===== src/rtl/sram_arb_pkg.sv =====
// Shared types for the SRAM Wishbone/LA arbiter: FSM states, requester ids,
// bank geometry and the captured command record.
package sram_arb_pkg;

   localparam int CMD_ADDR_W   = 9;
   localparam int CMD_DATA_W   = 32;
   localparam int NBANK        = 2;
   localparam int BANK_SEL_BIT = CMD_ADDR_W + 2;

   typedef enum logic [1:0] {
      IDLE,
      ISSUE,
      WAIT,
      RESP
   } state_t;

   typedef enum logic {
      REQ_WB,
      REQ_LA
   } req_t;

   typedef struct packed {
      logic                  we;
      logic                  bank;
      logic [CMD_ADDR_W-1:0] addr;
      logic [3:0]            sel;
      logic [CMD_DATA_W-1:0] data;
      req_t                  req_id;
   } cmd_t;

endpackage


===== src/rtl/sram_wb_arbiter_rr.sv =====
// rr_arbiter2: two-way round-robin picker. The grant is combinational from the
// requests; only the last-granted pointer is state, moved on i_update.
module rr_arbiter2
   import sram_arb_pkg::*;
(
   input  logic i_clk,
   input  logic i_rst,
   input  logic i_reqWb,
   input  logic i_reqLa,
   input  logic i_update,
   output logic o_valid,
   output req_t o_grant
);

   req_t r_last;

   // Reset to "LA granted last" so Wishbone wins the first tie.
   always_ff @(posedge i_clk) begin
      if (i_rst) begin
         r_last <= REQ_LA;
      end else if (i_update && o_valid) begin
         r_last <= o_grant;
      end
   end

   always_comb begin
      o_valid = i_reqWb | i_reqLa;
      o_grant = REQ_WB;
      if (i_reqWb && i_reqLa) begin
         o_grant = (r_last == REQ_WB) ? REQ_LA : REQ_WB;
      end else if (i_reqLa) begin
         o_grant = REQ_LA;
      end
   end

endmodule


===== src/rtl/sram_wb_arbiter.sv =====
// sram_wb_arbiter: sequences one transaction at a time from Wishbone or LA onto two SRAM banks.
// Define SRAM_WB_ARB_STATS_EN to add saturating per-requester grant counters.
module sram_wb_arbiter
   import sram_arb_pkg::*;
#(
   parameter int          ADDR_W    = CMD_ADDR_W,
   parameter int          DATA_W    = CMD_DATA_W,
   parameter logic [31:0] BASE_ADDR = 32'h3000_0000,
   parameter int          READ_LAT  = 1
) (
   input  logic                wb_clk_i,
   input  logic                wb_rst_i,
   input  logic                wbs_cyc_i,
   input  logic                wbs_stb_i,
   input  logic                wbs_we_i,
   input  logic [3:0]          wbs_sel_i,
   input  logic [31:0]         wbs_adr_i,
   input  logic [DATA_W-1:0]   wbs_dat_i,
   output logic                wbs_ack_o,
   output logic [DATA_W-1:0]   wbs_dat_o,
   input  logic                la_req_i,
   input  logic                la_we_i,
   input  logic [ADDR_W:0]     la_adr_i,
   input  logic [DATA_W-1:0]   la_dat_i,
   output logic                la_gnt_o,
   output logic                la_rvalid_o,
   output logic [DATA_W-1:0]   la_rdata_o,
   output logic [NBANK-1:0]    sram_csb0_o,
   output logic                sram_web0_o,
   output logic [3:0]          sram_wmask0_o,
   output logic [ADDR_W-1:0]   sram_addr0_o,
   output logic [DATA_W-1:0]   sram_din0_o,
   input  logic [2*DATA_W-1:0] sram_dout0_i
`ifdef SRAM_WB_ARB_STATS_EN
   ,
   output logic [15:0]         wb_grant_cnt_o,
   output logic [15:0]         la_grant_cnt_o
`endif
);

   localparam int BANK_BIT = ADDR_W + 2;
   localparam int TAG_LSB  = ADDR_W + 3;

   state_t              r_state, w_stateNext;
   cmd_t                r_cmd, w_cmdNext;
   logic [1:0]          r_waitCnt, w_waitCntNext;
   logic                r_cycAlive, w_cycAliveNext;
   logic                w_wbReq, w_arbValid, w_arbUpdate, w_inWindow;
   req_t                w_arbGrant;
   logic [DATA_W-1:0]   w_bankDout;
   logic [NBANK-1:0]    w_csbNext;
   logic                w_webNext, w_ackNext, w_gntNext, w_rvalidNext;
   logic [3:0]          w_wmaskNext;
   logic [ADDR_W-1:0]   w_addrNext;
   logic [DATA_W-1:0]   w_dinNext, w_datNext, w_rdataNext;
   logic                w_unused;

   // Masking with our own ack keeps a classic master's held strobe from re-requesting in RESP.
   assign w_wbReq    = wbs_cyc_i & wbs_stb_i & ~wbs_ack_o;
   assign w_inWindow = (wbs_adr_i[31:TAG_LSB] == BASE_ADDR[31:TAG_LSB]);
   assign w_bankDout = r_cmd.bank ? sram_dout0_i[2*DATA_W-1:DATA_W] : sram_dout0_i[DATA_W-1:0];
   assign w_unused   = ^wbs_adr_i[1:0];

   rr_arbiter2 u_arb (
      .i_clk    (wb_clk_i),
      .i_rst    (wb_rst_i),
      .i_reqWb  (w_wbReq),
      .i_reqLa  (la_req_i),
      .i_update (w_arbUpdate),
      .o_valid  (w_arbValid),
      .o_grant  (w_arbGrant)
   );

   always_ff @(posedge wb_clk_i) begin
      if (wb_rst_i) begin
         r_state       <= IDLE;
         r_cmd         <= '0;
         r_waitCnt     <= '0;
         r_cycAlive    <= 1'b0;
         sram_csb0_o   <= '1;
         sram_web0_o   <= 1'b1;
         sram_wmask0_o <= '0;
         sram_addr0_o  <= '0;
         sram_din0_o   <= '0;
         wbs_ack_o     <= 1'b0;
         wbs_dat_o     <= '0;
         la_gnt_o      <= 1'b0;
         la_rvalid_o   <= 1'b0;
         la_rdata_o    <= '0;
      end else begin
         r_state       <= w_stateNext;
         r_cmd         <= w_cmdNext;
         r_waitCnt     <= w_waitCntNext;
         r_cycAlive    <= w_cycAliveNext;
         sram_csb0_o   <= w_csbNext;
         sram_web0_o   <= w_webNext;
         sram_wmask0_o <= w_wmaskNext;
         sram_addr0_o  <= w_addrNext;
         sram_din0_o   <= w_dinNext;
         wbs_ack_o     <= w_ackNext;
         wbs_dat_o     <= w_datNext;
         la_gnt_o      <= w_gntNext;
         la_rvalid_o   <= w_rvalidNext;
         la_rdata_o    <= w_rdataNext;
      end
   end

   // Outputs are registered, so each state computes what the *next* cycle must show.
   always_comb begin
      w_stateNext    = r_state;
      w_cmdNext      = r_cmd;
      w_waitCntNext  = r_waitCnt;
      w_cycAliveNext = r_cycAlive & wbs_cyc_i;
      w_arbUpdate    = 1'b0;
      w_csbNext      = '1;
      w_webNext      = 1'b1;
      w_wmaskNext    = r_cmd.sel;
      w_addrNext     = r_cmd.addr;
      w_dinNext      = r_cmd.data;
      w_ackNext      = 1'b0;
      w_datNext      = wbs_dat_o;
      w_gntNext      = 1'b0;
      w_rvalidNext   = 1'b0;
      w_rdataNext    = la_rdata_o;
      case (r_state)
         IDLE: begin
            if (w_arbValid) begin
               w_arbUpdate    = 1'b1;
               w_cycAliveNext = 1'b1;
               if (w_arbGrant == REQ_WB) begin
                  w_cmdNext.we     = wbs_we_i;
                  w_cmdNext.bank   = wbs_adr_i[BANK_BIT];
                  w_cmdNext.addr   = wbs_adr_i[ADDR_W+1:2];
                  w_cmdNext.sel    = wbs_sel_i;
                  w_cmdNext.data   = wbs_dat_i;
                  w_cmdNext.req_id = REQ_WB;
               end else begin
                  w_cmdNext.we     = la_we_i;
                  w_cmdNext.bank   = la_adr_i[ADDR_W];
                  w_cmdNext.addr   = la_adr_i[ADDR_W-1:0];
                  w_cmdNext.sel    = 4'hF;
                  w_cmdNext.data   = la_dat_i;
                  w_cmdNext.req_id = REQ_LA;
               end
               if (w_arbGrant == REQ_WB && !w_inWindow) begin
                  w_stateNext = RESP;
                  w_ackNext   = 1'b1;
                  w_datNext   = '0;
               end else begin
                  w_stateNext                = ISSUE;
                  w_csbNext[w_cmdNext.bank] = 1'b0;
                  w_webNext                  = ~w_cmdNext.we;
                  w_wmaskNext                = w_cmdNext.sel;
                  w_addrNext                 = w_cmdNext.addr;
                  w_dinNext                  = w_cmdNext.data;
                  w_gntNext                  = (w_arbGrant == REQ_LA);
               end
            end
         end
         ISSUE: begin
            w_waitCntNext = '0;
            if (r_cmd.we) begin
               w_stateNext = RESP;
               w_ackNext   = (r_cmd.req_id == REQ_WB) && w_cycAliveNext;
            end else begin
               w_stateNext = WAIT;
            end
         end
         WAIT: begin
            if (r_waitCnt == 2'(READ_LAT - 1)) begin
               w_stateNext = RESP;
               if (r_cmd.req_id == REQ_WB) begin
                  w_ackNext = w_cycAliveNext;
                  if (w_cycAliveNext) begin
                     w_datNext = w_bankDout;
                  end
               end else begin
                  w_rvalidNext = 1'b1;
                  w_rdataNext  = w_bankDout;
               end
            end else begin
               w_waitCntNext = r_waitCnt + 2'd1;
            end
         end
         RESP: begin
            w_stateNext = IDLE;
         end
         default: begin
            w_stateNext = IDLE;
         end
      endcase
   end

`ifdef SRAM_WB_ARB_STATS_EN
   always_ff @(posedge wb_clk_i) begin
      if (wb_rst_i) begin
         wb_grant_cnt_o <= '0;
         la_grant_cnt_o <= '0;
      end else if (r_state == ISSUE) begin
         if (r_cmd.req_id == REQ_WB && wb_grant_cnt_o != 16'hFFFF) begin
            wb_grant_cnt_o <= wb_grant_cnt_o + 16'd1;
         end
         if (r_cmd.req_id == REQ_LA && la_grant_cnt_o != 16'hFFFF) begin
            la_grant_cnt_o <= la_grant_cnt_o + 16'd1;
         end
      end
   end
`endif

endmodule


===== config.mk =====
export PLATFORM = sky130hd
export DESIGN_NAME = sram_wb_arbiter
export DESIGN_NICKNAME = d
export VERILOG_FILES = /design/src/rtl/sram_arb_pkg.sv /design/src/rtl/sram_wb_arbiter_rr.sv /design/src/rtl/sram_wb_arbiter.sv
export SDC_FILE = /design/constraint.sdc
export NUM_CORES = 1
export LEC_CHECK = 0
export ABC_AREA = 1
export CELL_PAD_IN_SITES_DETAIL_PLACEMENT = 1
export CELL_PAD_IN_SITES_GLOBAL_PLACEMENT = 1
export CORE_UTILIZATION = 27
export DETAILED_ROUTE_END_ITERATION = 8
export GPL_TIMING_DRIVEN = 0
export PLACE_DENSITY = 0.84
export SLEW_MARGIN = 10
export SYNTH_ARGS = -nofsm -noshare
export SYNTH_HDL_FRONTEND = slang
export SYNTH_SLANG_ARGS = --single-unit

===== constraint.sdc =====
create_clock -name wb_clk_i -period 1.6 [get_ports wb_clk_i]
set_input_delay 0.24 -clock wb_clk_i [delete_from_list [all_inputs] [get_ports wb_clk_i]]
set_output_delay 0.24 -clock wb_clk_i [all_outputs]
set_load 0.1 [all_outputs]

==> flow_summary.toml <==
[finish]
ff_latch_area_um2 = 3392
nets = 1626
final_cell_area_um2 = 12590
syn2layout_area_growth_pct = 68.53
multi_input_area_um2 = 4074
drive_gt1_share_pct = 25.69
fin_cells = 1794
mostFrequentLayoutCell = "nand2_1"
n_fill_cell = 3306
final_cell_mix = "nand2_1, clkdlybuf4s50_1, dfxtp_1, nor2_1, a21oi_1"

[sta]
timing.final.crit_period_ns = 1.690
worst_slack_ns = -0.08993
fin_skew_ns = 0.01146
slew_viol_final = 0
tightest_slew_ns = 0.6051
fmax_ghz = 0.5917
finalSetupTns_ns = -1.543
rsz0062_at_grt = "true"
setup_viol = 29
slew_headroom_pct = 59.66
hold_viol_final = 0
min_period_over_period_pct = 105.6
fin_hold_ws_ns = 0.2986

[worst_setup_path]
critPathMaxFanout = 8
cp.arrival_ns = 2.01
rrSetupSlack_ns = -0.09
start_kind = "flop"
end_kind = "flop"
cp.required_ns = 1.92
r2r_cells = 11
reg2reg_to = "wbs_dat_o[2]"
r2r_start = "r_state[0]"
path_class = "reg -> reg"

[logic_synthesis]
synth_xor_area_share_pct = 0
synth-edff-count = 0
syn_area_um2 = 7473
synthAdderAreaFrac_pct = 1.005
async_reset_ff_share_pct = 0
ys_types = 26
synth-simple-area-share_pct = 33.22
muxShareOfSynthArea_pct = 0
synthFlopType = "dfxtp_1"
syn_avg_cell_area_um2 = 6.825
synth_top_family_by_area = "simple AND/OR/NAND/NOR gates"
synth_seq_cells = 169
synth_nets = 1282
yosysSeqAreaShare_pct = 45.27
yosysWarnings = 0
synth_compound_gate_area_share_pct = 12.49
netlist_instances = 1095

[global_route]
grt_use_met2_pct = 38.75
busiest_layer = "met2"
grt_pass1_vias = 8885
grt_pass1_wl_um = 47020
gr-total-overflow = 0
grt_use_met1_pct = 24.36
grtUsageTotal_pct = 21.24
antenna_found_initial = 3
use_met3_pct = 4.890
grt_max_degree = 18

[drt]
drt_pre_antenna_iters = 4
wire_per_inst_um = 17.35
vias = 8551
viasPerCell = 4.766
drt_iter0_drc = 260
ant_nets = 0
totalWireLength_um = 31130
drc = 0

[worst_hold_path]
hold_depth = 4
hold_end = "r_cmd[46]"
min-delay-path-class = "in -> reg"
worstHoldStart = "wb_rst_i"

[clocking]
cts.clk_slew.worst_paths_ns = 0.07
cts_tree = "done"
insertion_delay_ns = 0.43
htree_levels = 4
clock-sinks = 169
ctsLongestPathBuffers = 2
ctsHoldBuffers = 0
cts_buffers = 17
root_buffer = "clkbuf_16"

[placed_design]
dpl_cell_area_um2 = 10850
place.gp.congestion = 0.8106
dp_cells = 1728
numPortBuffers = 292
post-dp-hpwl_um = 22400
dp_worst_setup_slack_ns = -0.6234

[power_and_ir_drop]
clockPowerShare_pct = 16.5
cellLeakagePower_nw = 5.528
p_sw_share_pct = 51.65
combPwrFrac_pct = 59.5
p_int_mw = 12.26
pwr-share-seq_pct = 24.0
p_switching_mw = 13.09
power.density_nw_per_um2 = 2013
max-vdd-ir-drop_v = 0.0007659

[floorplan]
core_um2 = 27030
io_pins = 296
die_w_um = 168.4
rows = 60
die-area_um2 = 28350
start_util_pct = 27.65
die_h_um = 168.4

[run]
max_cap_violations = 0

[outcome]
violations = "negative setup slack"
status = "finished, violations left"
[how the worst max path moves through the flow]
stage               slack (ns)            end        from  cells after the start
finish                   -0.09   wbs_dat_o[2]  r_state[0]                     11
global route             -0.14  wbs_dat_o[24]  r_state[0]                     11
CTS                      -0.07  wbs_dat_o[28]  r_state[0]                     13
detailed placement       -0.62      r_cmd[14]   wbs_cyc_i                     10
global placement         -0.61   wbs_dat_o[0]   wbs_cyc_i                      9
floorplan                0.003  wbs_dat_o[18]  r_state[0]                     12
[layer usage]
layer,part of all wire [%],vias up
li1,-,4197
met1,41,4082
met2,51,235
met3,6.0,35
met4,1.8,2
met5,0.048,-
[synthesized netlist by cell type, types with 4 or more instances]
cell type  instances  area, µm²
a21oi_1           74      370.4
a31oi_1           24      150.1
buf_1              6      22.52
buf_2             27      135.1
buf_4              9      67.56
buf_6             11      123.9
clkbuf_1          26      97.59
dfxtp_1          169       3383
ha_1               6      75.07
inv_1             35      131.4
inv_2              4      15.01
nand2_1          380       1426
nand2_2            6      37.54
nand3_1           85      425.4
nor2_1           142      533.0
o21ai_0           55      275.3
o21ai_1           26      130.1
[timing repair]
| action | CTS | global route |
|---|---|---|
| cloned | 3 | 8 |
| pin swaps | 8 | 39 |
| buffers inserted | 18 | 10 |
| endpoints found under the hold margin | 0 | 0 |
| gates resized for setup | 436 | 274 |
| setup endpoints to repair | 278 | 214 |
[cell families after synthesis]
family,after synthesis
fa+ha+maj,6
buf+inv,119
simple gates,621
flops,169
compound gates,180
[critical path, stage by stage (launching register included)]
cell,delay (ns)
dfxtp_4,0.36
inv_6,0.07
buf_12,0.10
ha_4,0.17
inv_4,0.05
o21ai_2,0.12
o21ai_2,0.07
bufinv_8,0.27
buf_8,0.16
nand3_2,0.09
nand2_1,0.07
nor2_1,0.05
[sequential cells by signal (all words and copies together) (netlist names)]
register / flops
sram_web0_o: 1
wbs_dat_o: 32
la_rvalid_o: 1
r_cycAlive: 1
r_cmd: 48
wbs_ack_o: 1
sram_din0_o: 32
r_waitCnt: 2
r_state: 2
sram_wmask0_o: 4
la_gnt_o: 1
la_rdata_o: 32
u_arb.r_last: 1
sram_csb0_o: 2
sram_addr0_o: 9
[power groups by stage]
stage	Clock (mW)	Sequential (mW)	Combinational, mW
2_1_floorplan	0	11.4	4.25
3_3_place_gp	0	6.04	12.9
3_5_place_dp	0	6.10	13.2
4_1_cts	4.28	6.04	13.8
5_1_grt	4.46	6.21	16.0
6_report	4.19	6.07	15.1
[metrics by stage]
step | total power [mW] | utilization (%)
6_report | 25.36 | 46.60
5_1_grt | 26.66 | 46.59
4_1_cts | 24.16 | 43.94
3_3_place_gp | 18.96 | 40.14
2_1_floorplan | 15.66 | -
3_5_place_dp | 19.25 | 40.14
[final cells by class]
type                            count  area share [%]
Antenna cell                        1         0.01987
Buffer                             75           4.888
Clock buffer                       18           3.408
Clock inverter                     14           1.202
Inverter                           40           1.480
Multi-Input combinational cell    807           32.35
Sequential cell                   169           26.93
Tap cell                          341           3.388
Timing Repair Buffer              328           26.27
Timing Repair inverter              1         0.06954
(Power assumes the default switching activity.)
